File: src/rtl/dlx_pkg.sv
// Shared DLX definitions: multiplier FSM encoding, iteration count and opcode.
package dlx_pkg;

    typedef enum logic [1:0] {
        ST_IDLE = 2'b00,
        ST_BUSY = 2'b01,
        ST_WB   = 2'b10
    } fpmul_state_t;

    localparam int          N_CYC    = 32;
    localparam logic [5:0]  OP_FPMUL = 6'b000001;

endpackage

File: src/rtl/mul_iter.sv
// Radix-2 shift-add multiplier datapath; keeps only the low 32 product bits.
module mul_iter (
    input  logic        clk,
    input  logic        rst_n,
    input  logic        i_load,
    input  logic        i_step,
    input  logic [0:31] i_src_a,
    input  logic [0:31] i_src_b,
    output logic [0:31] o_acc
);

    logic [0:31] r_mcand;
    logic [0:31] r_mplier;
    logic [0:31] r_acc;

    // Bit 31 is the LSB of the big-endian-indexed multiplier.
    always_ff @(posedge clk or negedge rst_n) begin
        if (!rst_n) begin
            r_mcand  <= '0;
            r_mplier <= '0;
            r_acc    <= '0;
        end else if (i_load) begin
            r_mcand  <= i_src_a;
            r_mplier <= i_src_b;
            r_acc    <= '0;
        end else if (i_step) begin
            if (r_mplier[31]) begin
                r_acc <= r_acc + r_mcand;
            end
            r_mcand  <= r_mcand << 1;
            r_mplier <= r_mplier >> 1;
        end
    end

    assign o_acc = r_acc;

endmodule

File: src/rtl/fpmul_seq.sv
// Sequential FP-register integer multiplier: FSM, iteration counter, hazard
// stall generation and arbitration for the shared FP register-file write port.
module fpmul_seq
    import dlx_pkg::*;
#(
    parameter int N_CYC = dlx_pkg::N_CYC
) (
    input  logic        clk,
    input  logic        rst_n,
    input  logic        start,
    input  logic [0:31] src_a,
    input  logic [0:31] src_b,
    input  logic [0:4]  dest,
    input  logic        rd_fp_a_v,
    input  logic        rd_fp_b_v,
    input  logic [0:4]  rd_fp_a,
    input  logic [0:4]  rd_fp_b,
    input  logic        pipe_fp_wr,
    input  logic [0:4]  pipe_fp_addr,
    output logic        stall,
    output logic        busy,
    output logic        fp_wr_en,
    output logic [0:4]  fp_wr_addr,
    output logic [0:31] fp_wr_data,
    output logic [1:0]  o_dbg_state
);

    localparam int CNT_W = $clog2(N_CYC);

    fpmul_state_t     r_state;
    fpmul_state_t     w_next;
    logic [CNT_W-1:0] r_count;
    logic [0:4]       r_dest;
    logic [0:4]       r_last_addr;
    logic [0:31]      r_last_data;
    logic [0:31]      w_acc;
    logic             w_load;
    logic             w_step;
    logic             w_wr_en;
    logic             w_active;
    logic             w_raw;
    logic             w_waw;

    assign w_active = (r_state != ST_IDLE);
    assign w_raw    = (rd_fp_a_v && (rd_fp_a == r_dest)) ||
                      (rd_fp_b_v && (rd_fp_b == r_dest));
    assign w_waw    = pipe_fp_wr && (pipe_fp_addr == r_dest);
    assign stall    = w_active && (start || w_raw || w_waw);

    always_ff @(posedge clk or negedge rst_n) begin
        if (!rst_n) begin
            r_state <= ST_IDLE;
        end else begin
            r_state <= w_next;
        end
    end

    // The pipeline's movi2fp write always wins the shared port; WB waits it out.
    always_comb begin
        w_next  = r_state;
        w_load  = 1'b0;
        w_step  = 1'b0;
        w_wr_en = 1'b0;
        case (r_state)
            ST_IDLE: begin
                if (start && !stall) begin
                    w_load = 1'b1;
                    w_next = ST_BUSY;
                end
            end
            ST_BUSY: begin
                w_step = 1'b1;
                if (r_count == CNT_W'(N_CYC - 1)) begin
                    w_next = ST_WB;
                end
            end
            ST_WB: begin
                w_wr_en = ~pipe_fp_wr;
                if (w_wr_en) begin
                    w_next = ST_IDLE;
                end
            end
            default: begin
                w_next = ST_IDLE;
            end
        endcase
    end

    always_ff @(posedge clk or negedge rst_n) begin
        if (!rst_n) begin
            r_count     <= '0;
            r_dest      <= '0;
            r_last_addr <= '0;
            r_last_data <= '0;
        end else begin
            if (w_load) begin
                r_count <= '0;
                r_dest  <= dest;
            end else if (w_step) begin
                r_count <= r_count + CNT_W'(1);
            end
            if (w_wr_en) begin
                r_last_addr <= r_dest;
                r_last_data <= w_acc;
            end
        end
    end

    mul_iter u_mul_iter (
        .clk     (clk),
        .rst_n   (rst_n),
        .i_load  (w_load),
        .i_step  (w_step),
        .i_src_a (src_a),
        .i_src_b (src_b),
        .o_acc   (w_acc)
    );

    // Outside WB the write port shows the last completed write.
    assign fp_wr_en    = w_wr_en;
    assign fp_wr_addr  = (r_state == ST_WB) ? r_dest : r_last_addr;
    assign fp_wr_data  = (r_state == ST_WB) ? w_acc  : r_last_data;
    assign busy        = w_active;
    assign o_dbg_state = r_state;

endmodule

File: config.mk
export PLATFORM = sky130hd
export DESIGN_NAME = fpmul_seq
export DESIGN_NICKNAME = d
export VERILOG_FILES = /design/src/rtl/dlx_pkg.sv /design/src/rtl/mul_iter.sv /design/src/rtl/fpmul_seq.sv
export SDC_FILE = /design/constraint.sdc
export NUM_CORES = 1
export LEC_CHECK = 0
export BUFFER_PORTS_ARGS = -buffer_cell sky130_fd_sc_hd__buf_4
export CELL_PAD_IN_SITES_DETAIL_PLACEMENT = 2
export CELL_PAD_IN_SITES_GLOBAL_PLACEMENT = 2
export CORE_MARGIN = 10
export CORE_UTILIZATION = 35
export DETAILED_ROUTE_END_ITERATION = 16
export GPL_TIMING_DRIVEN = 0
export HOLD_SLACK_MARGIN = 0.05
export PLACE_DENSITY = 0.86
export SLEW_MARGIN = 5
export SYNTH_ARGS = -nofsm -noshare
export SYNTH_HDL_FRONTEND = slang
export SYNTH_SLANG_ARGS = --single-unit
File: constraint.sdc
create_clock -name clk -period 3.8 [get_ports clk]
set_input_delay 0.76 -clock clk [delete_from_list [all_inputs] [get_ports clk]]
set_output_delay 0.76 -clock clk [all_outputs]
set_load 0.01 [all_outputs]
==> flow_summary.yaml <==
cells_and_area:
  layout.nets: 1100
  n_antenna_cell: 0
  instances_no_fill: 1274
  stdcell_area_mm2: 0.00996
  syn2layout_area_growth_pct: 25.0
  drive_above_1_share: 0.246
synth:
  synth_edf_count: 0
  ys_seq_elements: 145
  synth-main-ff-cell: "dfrtp_1"
  async_flop_share: 1.00
  ys_types: 49
  synth.most_common_cell: "nand2_1"
  synth_top_area_frac: 0.456
  synth_area_mm2: 0.00796
  synth_area_leaders: "dfrtp_1 46%, mux2_2 10%, nand2_1 9.5%"
  synth_top_area_cell: "dfrtp_1"
  synth-seq-area-share: 0.456
  synth_fp_nets: 949
  synth_area_per_cell_um2: 9.65
  synthCells: 825
  synth_common_cells: "201 x nand2_1, 145 x dfrtp_1, 74 x mux2_2, 62 x a22oi_1, 47 x clkbuf_1"
  yosysWarnings: 0
status:
  outcome: "completed"
flow_run:
  maxCapViolCount: 0
place:
  portBuffers: 131
  pre_cts_ws_ps: 489
  dp_cells: 1242
  gp_congestion: 0.839
  dpl.hpwl_um: 19800
  placed_cell_area_mm2: 0.00934
die:
  initial_core_util: 0.354
  die_w_um: 171
  num_io_pins: 132
  coreArea_mm2: 0.0225
  rows: 55
  chipHeight_um: 171
  die-area_mm2: 0.0292
clock_network:
  cts-htree-levels: 4
  clock-sinks: 145
  cts_tree: "yes"
  cts_buffer_depth: 2
  cts_buffers: 17
  cts_root_buf: "clkbuf_16"
  post-cts-setup-buffers: 0
  cts-hold-fix-buffers: 0
  cts.clk_slew.worst_paths_ps: 60
  insertion_delay_ps: 430
power_and_ir_drop:
  ir_drop_mv: 0.331
  power_leakage_nw: 4.70
  power-per-cell-area_mw_per_mm2: 824
critical_path:
  worstSetupPathType: "reg -> out"
  r2r_slack_ps: 400
  r2r-start: "u_mul_iter.r_mcand[31]"
  critPathLaunch: "o_dbg_state[0]"
  cp_data_required_time_ps: 3040
  path_max_fanout: 10
  worst_setup_path_end_kind: "output pin"
  max_stage_delay_ps: 580
  reg2reg_to: "u_mul_iter.o_acc[1]"
  critical_path_arrival_ps: 2790
  cp_slowest_cell: "clkbuf_1"
  cp_cell_sequence: "nor2b_1, buf_1, clkbuf_1, mux2_2, buf_4"
  reg2regPathDepth: 10
  start_kind: "flip-flop"
timing:
  skew_ps: 10.3
  fmax_mhz: 282
  tightestPinTransition_ps: 884
  fin_crit_sh: 0.934
  report.final.slew_viol_count: 0
  hold_viol: 0
  postLayoutSetupSlackWorst_ps: 250
  setup_viol: 0
  tns_ps: 0
  grt_setup_unrepaired: "no"
  post-route-min-period_ps: 3550
  relSlewSlack: 0.409
routing:
  viasPerCell: 5.43
  postRouteAntennaNets: 0
  dr_total_vias: 6922
  drc: 0
  drt_iter0_drc: 391
  dr.pass1.iters: 4
  wl_per_cell_um: 21.2
  drt_wl_total_um: 27000
global_routing:
  overflow: 0
  antenna_found_initial: 0
  grt_pass1_wl_um: 43800
  grt_usage: 0.190
  grt_max_degree: 101
  grt_pass1_vias: 8072
min_path:
  hold_class: "in -> async"
==> sequential cells by signal, indices dropped and copies added, names as in the netlist <==
| signal | cells |
|---|---|
| r_last_data | 32 |
| u_mul_iter.o_acc | 32 |
| u_mul_iter.r_mcand | 32 |
| u_mul_iter.r_mplier | 32 |
| r_count | 5 |
| r_dest | 5 |
| r_last_addr | 5 |
| o_dbg_state | 2 |
==> cell type report <==
cell class              instances  area, µm²
inverters                       6       22.5
well taps                     285        357
fillers                      2429      12500
clock buffers                  18        429
plain buffers                  50        189
clock inverters                14        189
repair buffers                132       1020
multi-input cells             624       4130
flip-flops and latches        145       3630
==> critical path, delay by kind of cell (launching register included) <==
family                 cells  cell delay [ps]
DFF                        1              460
muxes                      1              410
buffers and inverters      3             1230
and+or+nand+nor            1              240
==> cells in the final DEF, fill, tap and decap left out, drive strengths merged, types with 3 or more instances in the layout <==
cell type	Yosys	final
a211oi	3	3
a21o	16	16
a21oi	28	28
a22o	3	3
a22oi	62	62
a31oi	6	6
and2	7	7
and3	5	5
buf	3	135
bufinv	0	4
clkbuf	47	65
clkinv	0	6
clkinvlp	0	3
dfrtp	145	145
ha	33	33
inv	6	7
mux2	74	74
nand2	201	201
nand3	15	15
nand4	9	9
nor2	20	20
nor2b	5	5
nor3	6	6
nor4	3	3
o211ai	4	4
o21a	3	3
o21ai	49	49
o21bai	4	4
xnor2	18	18
xor2	25	25
==> cells by family (layout without fill, tap and decap cells) <==
group	Yosys count	after routing	synth area share
buffers and inverters	56	220	0.0264
muxes	75	75	0.106
and+or+nand+nor	277	277	0.146
adders and majority gates	34	34	0.0544
DFF	145	145	0.456
xor gates and xnor gates	43	43	0.0473
AOI/OAI and AO/OA	195	195	0.164
==> routing by layer <==
metal | track usage | share of wire | up-vias
met3 | 0.0477 | 0.046 | 39
met2 | 0.329 | 0.51 | 125
met4 | 0.0677 | 0.024 | 0
li1 | - | - | 3227
met1 | 0.224 | 0.42 | 3531
met5 | 0 | 0 | -
==> what timing repair did <==
action,in CTS,in global routing
setup endpoints to repair,0,10
hold endpoints to repair,0,0
gates resized for setup,0,2
==> how the worst max path moves through the flow <==
stage,slack [ps],depth (start not counted),endpoint
final,250,5,fp_wr_data[1]
after global routing,70,5,fp_wr_data[3]
after CTS,110,5,fp_wr_data[17]
after detailed placement,490,10,u_mul_iter.o_acc[5]
after global placement,520,10,u_mul_iter.o_acc[1]
after floorplan,920,10,u_mul_iter.o_acc[1]
==> power breakdown <==
group / switching, mW / internal [mW] / total (mW)
sequential: 0.484 / 2.11 / 2.59
combinational: 2.32 / 1.49 / 3.81
clock: 0.709 / 1.10 / 1.81
==> per-stage QoR <==
stage	hold WS, ps	util	power [mW]
after floorplan	447	-	5.12
after global placement	458	0.413	6.10
after detailed placement	468	0.415	6.35
after CTS	225	0.442	8.28
after global routing	240	0.443	8.89
final	223	0.443	8.21
No activity file was read; power rests on OpenSTA's default activity.
